<file path="src/rtl/mem_arbiter_pkg.sv">
// Shared encodings for the CPU/device memory arbiter: read-owner tags and
// starvation FSM states.
package mem_arbiter_pkg;

    localparam int ADDR_W = 30;
    localparam int DATA_W = 32;
    localparam int CNT_W  = 8;

    typedef enum logic [1:0] {
        OWN_NONE = 2'd0,
        OWN_CPU  = 2'd1,
        OWN_DEV  = 2'd2
    } owner_e;

    typedef enum logic [1:0] {
        ST_IDLE = 2'd0,
        ST_WAIT = 2'd1,
        ST_HOLD = 2'd2
    } state_e;

endpackage

</file>
<file path="src/rtl/mem_arbiter_reg.sv">
// Enabled data register with synchronous active-high reset; holds the last
// word returned to the CPU.
module mem_arbiter_reg #(
    parameter int WIDTH = 32
) (
    input  logic             clk,
    input  logic             reset,
    input  logic             en,
    input  logic [WIDTH-1:0] d,
    output logic [WIDTH-1:0] q
);

    logic [WIDTH-1:0] data_d, data_q;

    always_comb begin
        data_d = en ? d : data_q;
    end

    // NOTE: sequential state uses non-blocking (<=) so every flop samples pre-edge values.
    always_ff @(posedge clk) begin
        if (reset) data_q <= '0;
        else       data_q <= data_d;
    end

    assign q = data_q;

endmodule

</file>
<file path="src/rtl/mem_arbiter.sv">
// Single-port RAM arbiter: CPU has fixed priority, the loader/DMA port is
// granted on idle cycles, and a starvation FSM freezes the CPU for one cycle.
module mem_arbiter
    import mem_arbiter_pkg::*;
#(
    parameter int unsigned STARVE_LIMIT = 8
) (
    input  logic              clk,
    input  logic              reset,
    input  logic [ADDR_W-1:0] cpu_addr,
    input  logic [DATA_W-1:0] cpu_wdata,
    input  logic              cpu_re,
    input  logic              cpu_we,
    output logic [DATA_W-1:0] cpu_rdata,
    output logic              cpu_hold,
    input  logic              dev_req,
    input  logic              dev_we,
    input  logic [ADDR_W-1:0] dev_addr,
    input  logic [DATA_W-1:0] dev_wdata,
    output logic              dev_ack,
    output logic [DATA_W-1:0] dev_rdata,
    output logic              dev_rvalid,
    output logic [ADDR_W-1:0] ram_addr,
    output logic [DATA_W-1:0] ram_wdata,
    output logic              ram_re,
    output logic              ram_we,
    input  logic [DATA_W-1:0] ram_rdata
);

    localparam logic [CNT_W-1:0] LIMIT = CNT_W'(STARVE_LIMIT);

    state_e            state_d, state_q;
    owner_e            owner_d, owner_q;
    logic [CNT_W-1:0]  starve_cnt_d, starve_cnt_q;
    logic [CNT_W-1:0]  starve_inc;
    logic              cpu_hold_d, cpu_hold_q;
    logic              cpu_access, dev_grant;
    logic              cpu_rdata_en;
    logic [DATA_W-1:0] cpu_rdata_q;

    // NOTE: every always_comb output gets a default first so no path infers a latch.
    always_comb begin
        cpu_access = (cpu_re | cpu_we) & ~cpu_hold_q;
        dev_grant  = dev_req & ~cpu_access;

        ram_addr  = '0;
        ram_wdata = '0;
        ram_re    = 1'b0;
        ram_we    = 1'b0;
        owner_d   = OWN_NONE;
        if (cpu_access) begin
            ram_addr  = cpu_addr;
            ram_wdata = cpu_wdata;
            ram_we    = cpu_we;
            ram_re    = cpu_re & ~cpu_we;
            if (cpu_re && !cpu_we) owner_d = OWN_CPU;
        end else if (dev_grant) begin
            ram_addr  = dev_addr;
            ram_wdata = dev_wdata;
            ram_we    = dev_we;
            ram_re    = ~dev_we;
            if (!dev_we) owner_d = OWN_DEV;
        end
    end

    always_comb begin
        state_d      = state_q;
        starve_cnt_d = starve_cnt_q;
        starve_inc   = (starve_cnt_q >= LIMIT) ? LIMIT : starve_cnt_q + 1'b1;
        case (state_q)
            ST_IDLE: begin
                if (dev_req && !dev_grant) state_d = ST_WAIT;
            end
            ST_WAIT: begin
                if (dev_grant || !dev_req) begin
                    state_d      = ST_IDLE;
                    starve_cnt_d = '0;
                end else if (starve_inc == LIMIT) begin
                    state_d      = ST_HOLD;
                    starve_cnt_d = '0;
                end else begin
                    starve_cnt_d = starve_inc;
                end
            end
            // The CPU is frozen here, so dev is either granted or has dropped.
            ST_HOLD: state_d = ST_IDLE;
            default: begin
                state_d      = ST_IDLE;
                starve_cnt_d = '0;
            end
        endcase
        cpu_hold_d = (state_d == ST_HOLD);
    end

    always_ff @(posedge clk) begin
        if (reset) begin
            state_q      <= ST_IDLE;
            starve_cnt_q <= '0;
            owner_q      <= OWN_NONE;
            cpu_hold_q   <= 1'b0;
        end else begin
            state_q      <= state_d;
            starve_cnt_q <= starve_cnt_d;
            owner_q      <= owner_d;
            cpu_hold_q   <= cpu_hold_d;
        end
    end

    assign cpu_rdata_en = (owner_q == OWN_CPU);

    mem_arbiter_reg #(.WIDTH(DATA_W)) u_cpu_rdata (
        .clk   (clk),
        .reset (reset),
        .en    (cpu_rdata_en),
        .d     (ram_rdata),
        .q     (cpu_rdata_q)
    );

    assign cpu_rdata  = cpu_rdata_en ? ram_rdata : cpu_rdata_q;
    assign cpu_hold   = cpu_hold_q;
    assign dev_ack    = dev_grant;
    assign dev_rdata  = ram_rdata;
    assign dev_rvalid = (owner_q == OWN_DEV);

endmodule

</file>
<file path="config.mk">
export PLATFORM = sky130hd
export DESIGN_NAME = mem_arbiter
export DESIGN_NICKNAME = d
export VERILOG_FILES = /design/src/rtl/mem_arbiter_pkg.sv /design/src/rtl/mem_arbiter_reg.sv /design/src/rtl/mem_arbiter.sv
export SDC_FILE = /design/constraint.sdc
export NUM_CORES = 1
export LEC_CHECK = 0
export ABC_AREA = 1
export ABC_CLOCK_PERIOD_IN_PS = 2900
export CORE_AREA = 4 4 113 115
export DETAILED_ROUTE_END_ITERATION = 8
export DIE_AREA = 0 0 117 119
export PLACE_DENSITY = 0.65
export SYNTH_ARGS = -nofsm -noshare
export SYNTH_HDL_FRONTEND = slang
export SYNTH_SLANG_ARGS = --single-unit
</file>
<file path="constraint.sdc">
create_clock -name clk -period 2.9 [get_ports clk]
set_input_delay 0.87 -clock clk [delete_from_list [all_inputs] [get_ports clk]]
set_output_delay 0.87 -clock clk [all_outputs]
set_load 0.05 [all_outputs]
</file>
Yosys cells after proc, flatten, opt, wreduce, memory -nomap -nowiden
Index checks and enable logic that the tools add are counted.
{"block": "word_totals", "output_inout_bits": 131, "ff_bits": 45, "input_bits": 162, "elab_cells": 50}
{"block": "classes", "muxes": 21, "magnitude_cmp": 1, "n_bitwise": 8, "reduce_logical": 8, "eq_ne": 6, "add_sub_neg": 1}
{"cell": "$mux 32", "count": 3}
{"cell": "$mux 30", "count": 2}
{"cell": "$mux 8", "count": 3}
{"cell": "$pmux 8 s2", "count": 1}
{"cell": "$mux 2", "count": 6}
{"cell": "$add 8x1->8 const B", "count": 1}
{"cell": "$eq 8x4->1 const B", "count": 1}
{"cell": "$ge 8x4->1 const B", "count": 1}
{"cell": "$eq 2x2->1 const B", "count": 3}
{"cell": "$mux 1", "count": 5}
{"cell": "$eq 2x1->1 const B", "count": 2}
{"cell": "$not 1->1", "count": 4}
{"cell": "$pmux 2 s2", "count": 1}
{"cell": "$and 1x1->1", "count": 3}
{"cell": "$logic_not 1->1", "count": 3}
{"cell": "$logic_and 1x1->1", "count": 2}
{"cell": "$logic_not 2->1", "count": 1}
{"cell": "$reduce_or 2->1", "count": 1}
{"cell": "$logic_or 1x1->1", "count": 1}
{"cell": "$or 1x1->1", "count": 1}

Logic depth before layout (Yosys ltp)
{"block": "logic_depth", "word_depth": 9, "mapped_depth": 9, "mapped_depth_nobuf": 9}

Modules after synthesis
From an unflattened synthesis, not the netlist that was laid out.
{"block": "unflattened", "cells_unflattened": 496, "area_unflattened_um2": 3206.8}
{"module": "mem_arbiter", "cells_per_inst": 293, "instances": 1, "area_each_um2": 1868.0, "seq_area_each_um2": 260.2}
{"module": "mem_arbiter_reg", "cells_per_inst": 203, "instances": 1, "area_each_um2": 1338.8, "seq_area_each_um2": 640.6}

Least setup slack after synthesis
No wires, ideal clock.
{"block": "synth_path", "path_kind": "input port to output port", "startpoint": "input port cpu_re", "endpoint": "output port ram_re", "path_buffers": 0, "stages": 5, "arrival_time_ps": 2229, "required_ps": 2030, "path_slack_ps": -199, "path_cell_list": "inv_1 -> nand2_2 -> nand2_4 -> nand2_4 -> o21ai_0"}
{"block": "synth_between", "elab_chain_cells": 6, "word_cells_on_any_way": 7, "classes_between": "mux: 2; bitwise: 5"}
{"item": "from (decl)", "line_no": "mem_arbiter.sv:12", "rtl": "input logic cpu_re,"}
{"item": "$or 1x1->1", "line_no": "mem_arbiter.sv:43", "rtl": "cpu_access = (cpu_re | cpu_we) & ~cpu_hold_q;"}
{"item": "$and 1x1->1", "line_no": "mem_arbiter.sv:43"}
{"item": "$not 1->1", "line_no": "mem_arbiter.sv:44", "rtl": "dev_grant = dev_req & ~cpu_access;"}
{"item": "$and 1x1->1", "line_no": "mem_arbiter.sv:44"}
{"item": "$mux 1", "line_no": "mem_arbiter.sv:57", "rtl": "end else if (dev_grant) begin"}
{"item": "$mux 1 (*)", "line_no": "mem_arbiter.sv:51", "rtl": "if (cpu_access) begin"}
{"item": "to (decl)", "line_no": "mem_arbiter.sv:25", "rtl": "output logic ram_re,"}
Every way passes the cells marked *; elsewhere a longest branch is shown, timed or not.

Worst setup path in the final report
{"block": "layout_path", "startpoint": "input port dev_req", "endpoint": "output port ram_we"}
{"block": "layout_between", "elab_chain_cells": 3}
{"item": "from (decl)", "line_no": "mem_arbiter.sv:16", "rtl": "input logic dev_req,"}
{"item": "$and 1x1->1", "line_no": "mem_arbiter.sv:44"}
{"item": "$mux 1", "line_no": "mem_arbiter.sv:57"}
{"item": "$mux 1", "line_no": "mem_arbiter.sv:51"}
{"item": "to (decl)", "line_no": "mem_arbiter.sv:26", "rtl": "output logic ram_we,"}
No other way between the ends.

==> results.txt <==
The compound-gate portion of the synthesized area came out at 26.3%. The total power came out at 2.91 mW. The placeable core region came out at 11,800 sq um. The transition time at the pin with the least slew margin came out at 0.533 ns. The mux contribution to synthesized area is 0%.

The effective utilization at floorplan is 23.8%. After detailed routing, the number of remaining DRC violations is 0. The clock edge transition at the registers on the reported setup and hold paths is 0.06 ns. The sequential group share of total power came out at 22.3%. The flow ran to the end, and the final reports show no timing, DRC or antenna violations. The final global-route overflow total came out at 0. Walking the worst path, the cells encountered are dlygate4sd2_1 > nand2_8 > inv_16 > nand2_2 > o21ai_1 > bufbuf_16. After detailed routing, the average wire length per cell comes to 19.4 um. The dominant combinational cell family by area after synthesis is compound AO/OA/AOI/OAI gates.

At the end of routability-driven placement, the weighted congestion stood at 0.915. The power per cell area came out at 394 nW/um^2. TritonCTS built the clock tree. The relative contribution of the clock network to total power is 22.6%. In this run the worst hold path is classified as reg -> reg.

STA classifies the critical path startpoint as an input port. The overall die area came out at 13,900 sq um. The number of nets with antenna violations after routing came out at 0. The portion of synthesized cell area occupied by the leading cell type came out at 32.1%. The area after detailed placement came out at 6960 sq um. Among all cell types in the netlist, the one instantiated most often is sky130_fd_sc_hd__inv_1.

The count of synthesis-stage warnings from yosys came out at 0. The post-route cell area came out at 7390 sq um. The number of max-cap violations came out at 0.

The post-synthesis share of cell area spent on full adders, half adders and majority gates is 0.892%. The sum of buffers and inverters on the critical path came out at 3. The cell with the biggest individual delay on the critical path is sky130_fd_sc_hd__dlygate4sd2_1. The xor and xnor fraction of the mapped netlist area is 0%. The time the final worst path needs with I/O delays and setup came out at 2.87 ns. The total routed wirelength is 15,700 um. The maximum VDD drop came out at 0.305 mV. STA classifies the critical path endpoint as an output port. The longest clock path from root to sink contains 2 buffers. The cell family contributing the most delay on the critical path is buffers and inverters.

For this run, the leading register cell type out of synthesis is sky130_fd_sc_hd__dfxtp_1. Net switching is 35.7% of the power. The number of buffers added to fix hold violations after cts came out at 0.

The violation count after the first detailed-route iteration came out at 167. The max-slew violation count is 0. The first-pass GRT wire length is 22,500 um. The total internal power is 1.87 mW. The mean cell area of the mapped netlist came out at 7.16 sq um. The cell count after synthesis came out at 392. The number of global-route vias before repair is 3,718. The biggest cell delay along the critical path came out at 0.32 ns.

Of the total synthesized cell area, the portion taken by AND, OR, NAND and NOR gates is 15.5%. The floorplan step set the die height to 119 um. The number of storage elements in the synthesis netlist is 45.

For this run, asynchronously set or reset flops after synthesis account for 0%. After the last flow step, the layout net total stands at 824. In this run the tightest slew margin relative to its limit is 64.4%. The buffer cell driving the clock tree root is sky130_fd_sc_hd__clkbuf_16. The class of the most critical setup path is in -> out. The static power due to leakage came out at 3.44 nW. The count of clock tree sinks came out at 45. The initial antenna violation count came out at 3. Counting flops with a built-in enable in the synthesized netlist gives 0. The estimated wirelength of the detail-placed design is 12,500 um. In this run the top signal layer used is met5. Clock tree synthesis inserted a total of 5 buffers. The setup-violating endpoint count in the final report came out at 0. The data arrival at the endpoint of the critical path came out at 2.00 ns. The share of layout cells above drive strength 1 came out at 27.8%. The logic gate share of total power is 55.1%. The number of unique standard cell types used by synthesis came out at 22. Wire segments on met3 add up to 1630 um in the final route. The final hold violation count came out at 0. The net count after synthesis came out at 556. The pin count of the biggest net entering global routing is 45.

The met2 layer wire length in the routed design is 8030 um. The first detailed-routing pass ran for 4 iterations. The total vias in the final route is 3,664. In this run the core area contains 40 standard-cell rows. In this run the power spent charging and discharging nets is 1.04 mW. The met1 wire length came out at 5690 um. The count of input and output buffers is 292. Relative to the synthesized area, the layout overhead comes to 163%. The highest clock frequency the design can meet is 0.348 GHz.

The sequential-to-total area share from yosys stat is 32.1%. The area of the mapped netlist came out at 2810 sq um. Along the worst path, the maximum fanout reaches 8. The total track usage came out at 21.4%. The commonest cells after synthesis are 78 x sky130_fd_sc_hd__inv_1, 62 x sky130_fd_sc_hd__a22o_1, 49 x sky130_fd_sc_hd__nand2_1, 45 x sky130_fd_sc_hd__dfxtp_1, 44 x sky130_fd_sc_hd__nor2_1.

The biggest area contributor in the post-synthesis netlist is sky130_fd_sc_hd__dfxtp_1. The later pin in the worst-skew pair is clocked with a latency of 0.28 ns. The data required time at the worst endpoint is 2.03 ns. Of the available clock period, the critical path in the final layout requires 99.0%.

After synthesis, the cell types taking the most area are sky130_fd_sc_hd__dfxtp_1 32%, sky130_fd_sc_hd__a22o_1 19%, sky130_fd_sc_hd__inv_1 10%. The width of the chip is 117 um. The via density per instance is 4.53. The worst clock skew came out at 0.00294 ns.

The total I/O pin count is 293. CTS built an H-tree with a depth of 2.
[power by group through the flow]
stage | registers (mW) | logic, mW | clock network [mW]
6_report | 0.651 | 1.60 | 0.658
5_1_grt | 0.653 | 1.65 | 0.706
4_1_cts | 0.651 | 1.61 | 0.679
3_5_place_dp | 0.665 | 1.56 | 0
3_3_place_gp | 0.664 | 1.55 | 0
2_1_floorplan | 0.663 | 0.692 | 0
[cell type report]
type                            instances  area [sq um]
Fill cell                             946          4420
Tap cell                              147           184
Timing Repair Buffer                  310          4420
Multi-Input combinational cell        210          1290
Sequential cell                        45           901
Clock buffer                            7           143
Inverter                               82           332
Clock inverter                          1          30.0
Timing Repair inverter                  6          83.8
Antenna cell                            1          2.50
[path summary, 6_finish.rpt]
kind / startpoint / slack (ns) / to / cells after the start
hold / removal: starve_cnt_q[4]$_SDFFE_PP0N_ / 0.44 / starve_cnt_q[4]$_SDFFE_PP0N_ / 2
setup / recovery: dev_req / 0.03 / ram_we / 6
hold reg to reg: starve_cnt_q[4]$_SDFFE_PP0N_ / 0.44 / starve_cnt_q[4]$_SDFFE_PP0N_ / 2
setup reg to reg: owner_q[1]$_SDFF_PP0_ / 1.54 / u_cpu_rdata.q[25]$_SDFF_PP0_ / 5
[worst reg2reg max path, stage by stage, from the launching register on]
cell	delay, ns
sky130_fd_sc_hd__dfxtp_1	0.30
sky130_fd_sc_hd__inv_1	0.07
sky130_fd_sc_hd__nand2_2	0.25
sky130_fd_sc_hd__buf_12	0.28
sky130_fd_sc_hd__o21ai_0	0.26
sky130_fd_sc_hd__nor2_1	0.06
[logic make-up (layout without fill, tap and decap cells)]
group                      after synthesis  count (layout)
and+or+nand+nor                        107             107
buffers and inverters                  137             406
other                                    0               1
DFF                                     45              45
adders and majority gates                2               2
AOI/OAI and AO/OA                      101             101
[cells in the final DEF (no fill, tap or decap), types with 3 or more instances in the layout]
| cell type | instances |
|---|---|
| sky130_fd_sc_hd__clkdlybuf4s50_1 | 159 |
| sky130_fd_sc_hd__buf_12 | 132 |
| sky130_fd_sc_hd__inv_1 | 77 |
| sky130_fd_sc_hd__a22o_1 | 53 |
| sky130_fd_sc_hd__nand2_1 | 48 |
| sky130_fd_sc_hd__dfxtp_1 | 45 |
| sky130_fd_sc_hd__nor2_1 | 44 |
| sky130_fd_sc_hd__o21ai_0 | 32 |
| sky130_fd_sc_hd__buf_4 | 12 |
| sky130_fd_sc_hd__a22o_4 | 9 |
| sky130_fd_sc_hd__nand3_1 | 8 |
| sky130_fd_sc_hd__clkbuf_16 | 5 |
| sky130_fd_sc_hd__a21oi_1 | 4 |
| sky130_fd_sc_hd__inv_2 | 3 |
| sky130_fd_sc_hd__nand2_2 | 3 |
| sky130_fd_sc_hd__inv_8 | 3 |
| sky130_fd_sc_hd__buf_2 | 3 |
[per-stage QoR]
stage | hold slack, ns | instances | TNS (ns) | setup slack (ns) | util [%]
after detailed placement | 0.433 | 791 | -21.05 | -0.412 | 58.9
after global routing | 0.463 | 809 | -0.00645 | -0.00645 | 62.6
after floorplan | 0.418 | 392 | 0 | 0.0330 | -
final | 0.444 | 809 | 0 | 0.0296 | 62.6
after global placement | 0.426 | 791 | -20.45 | -0.378 | 58.9
after CTS | 0.443 | 808 | 0 | 0.0546 | 62.5
[registers in the layout, indices dropped and copies added, names as in the netlist]
signal         cells
owner_q            2
cpu_hold           1
starve_cnt_q       8
state_q            2
u_cpu_rdata.q     32
[routing by layer]
metal | vias up | track usage, %
li1 | 1763 | -
met1 | 1681 | 23.4
met2 | 192 | 38.2
met3 | 24 | 7.57
met4 | 4 | 6.24
met5 | - | 0
[what timing repair did]
action | 4_1_cts | 5_1_grt
setup endpoints to repair | 65 | 0
gates resized for setup | 40 | 0
buffers inserted | 2 | 0
Note: power is estimated with default switching activity, not from simulation.
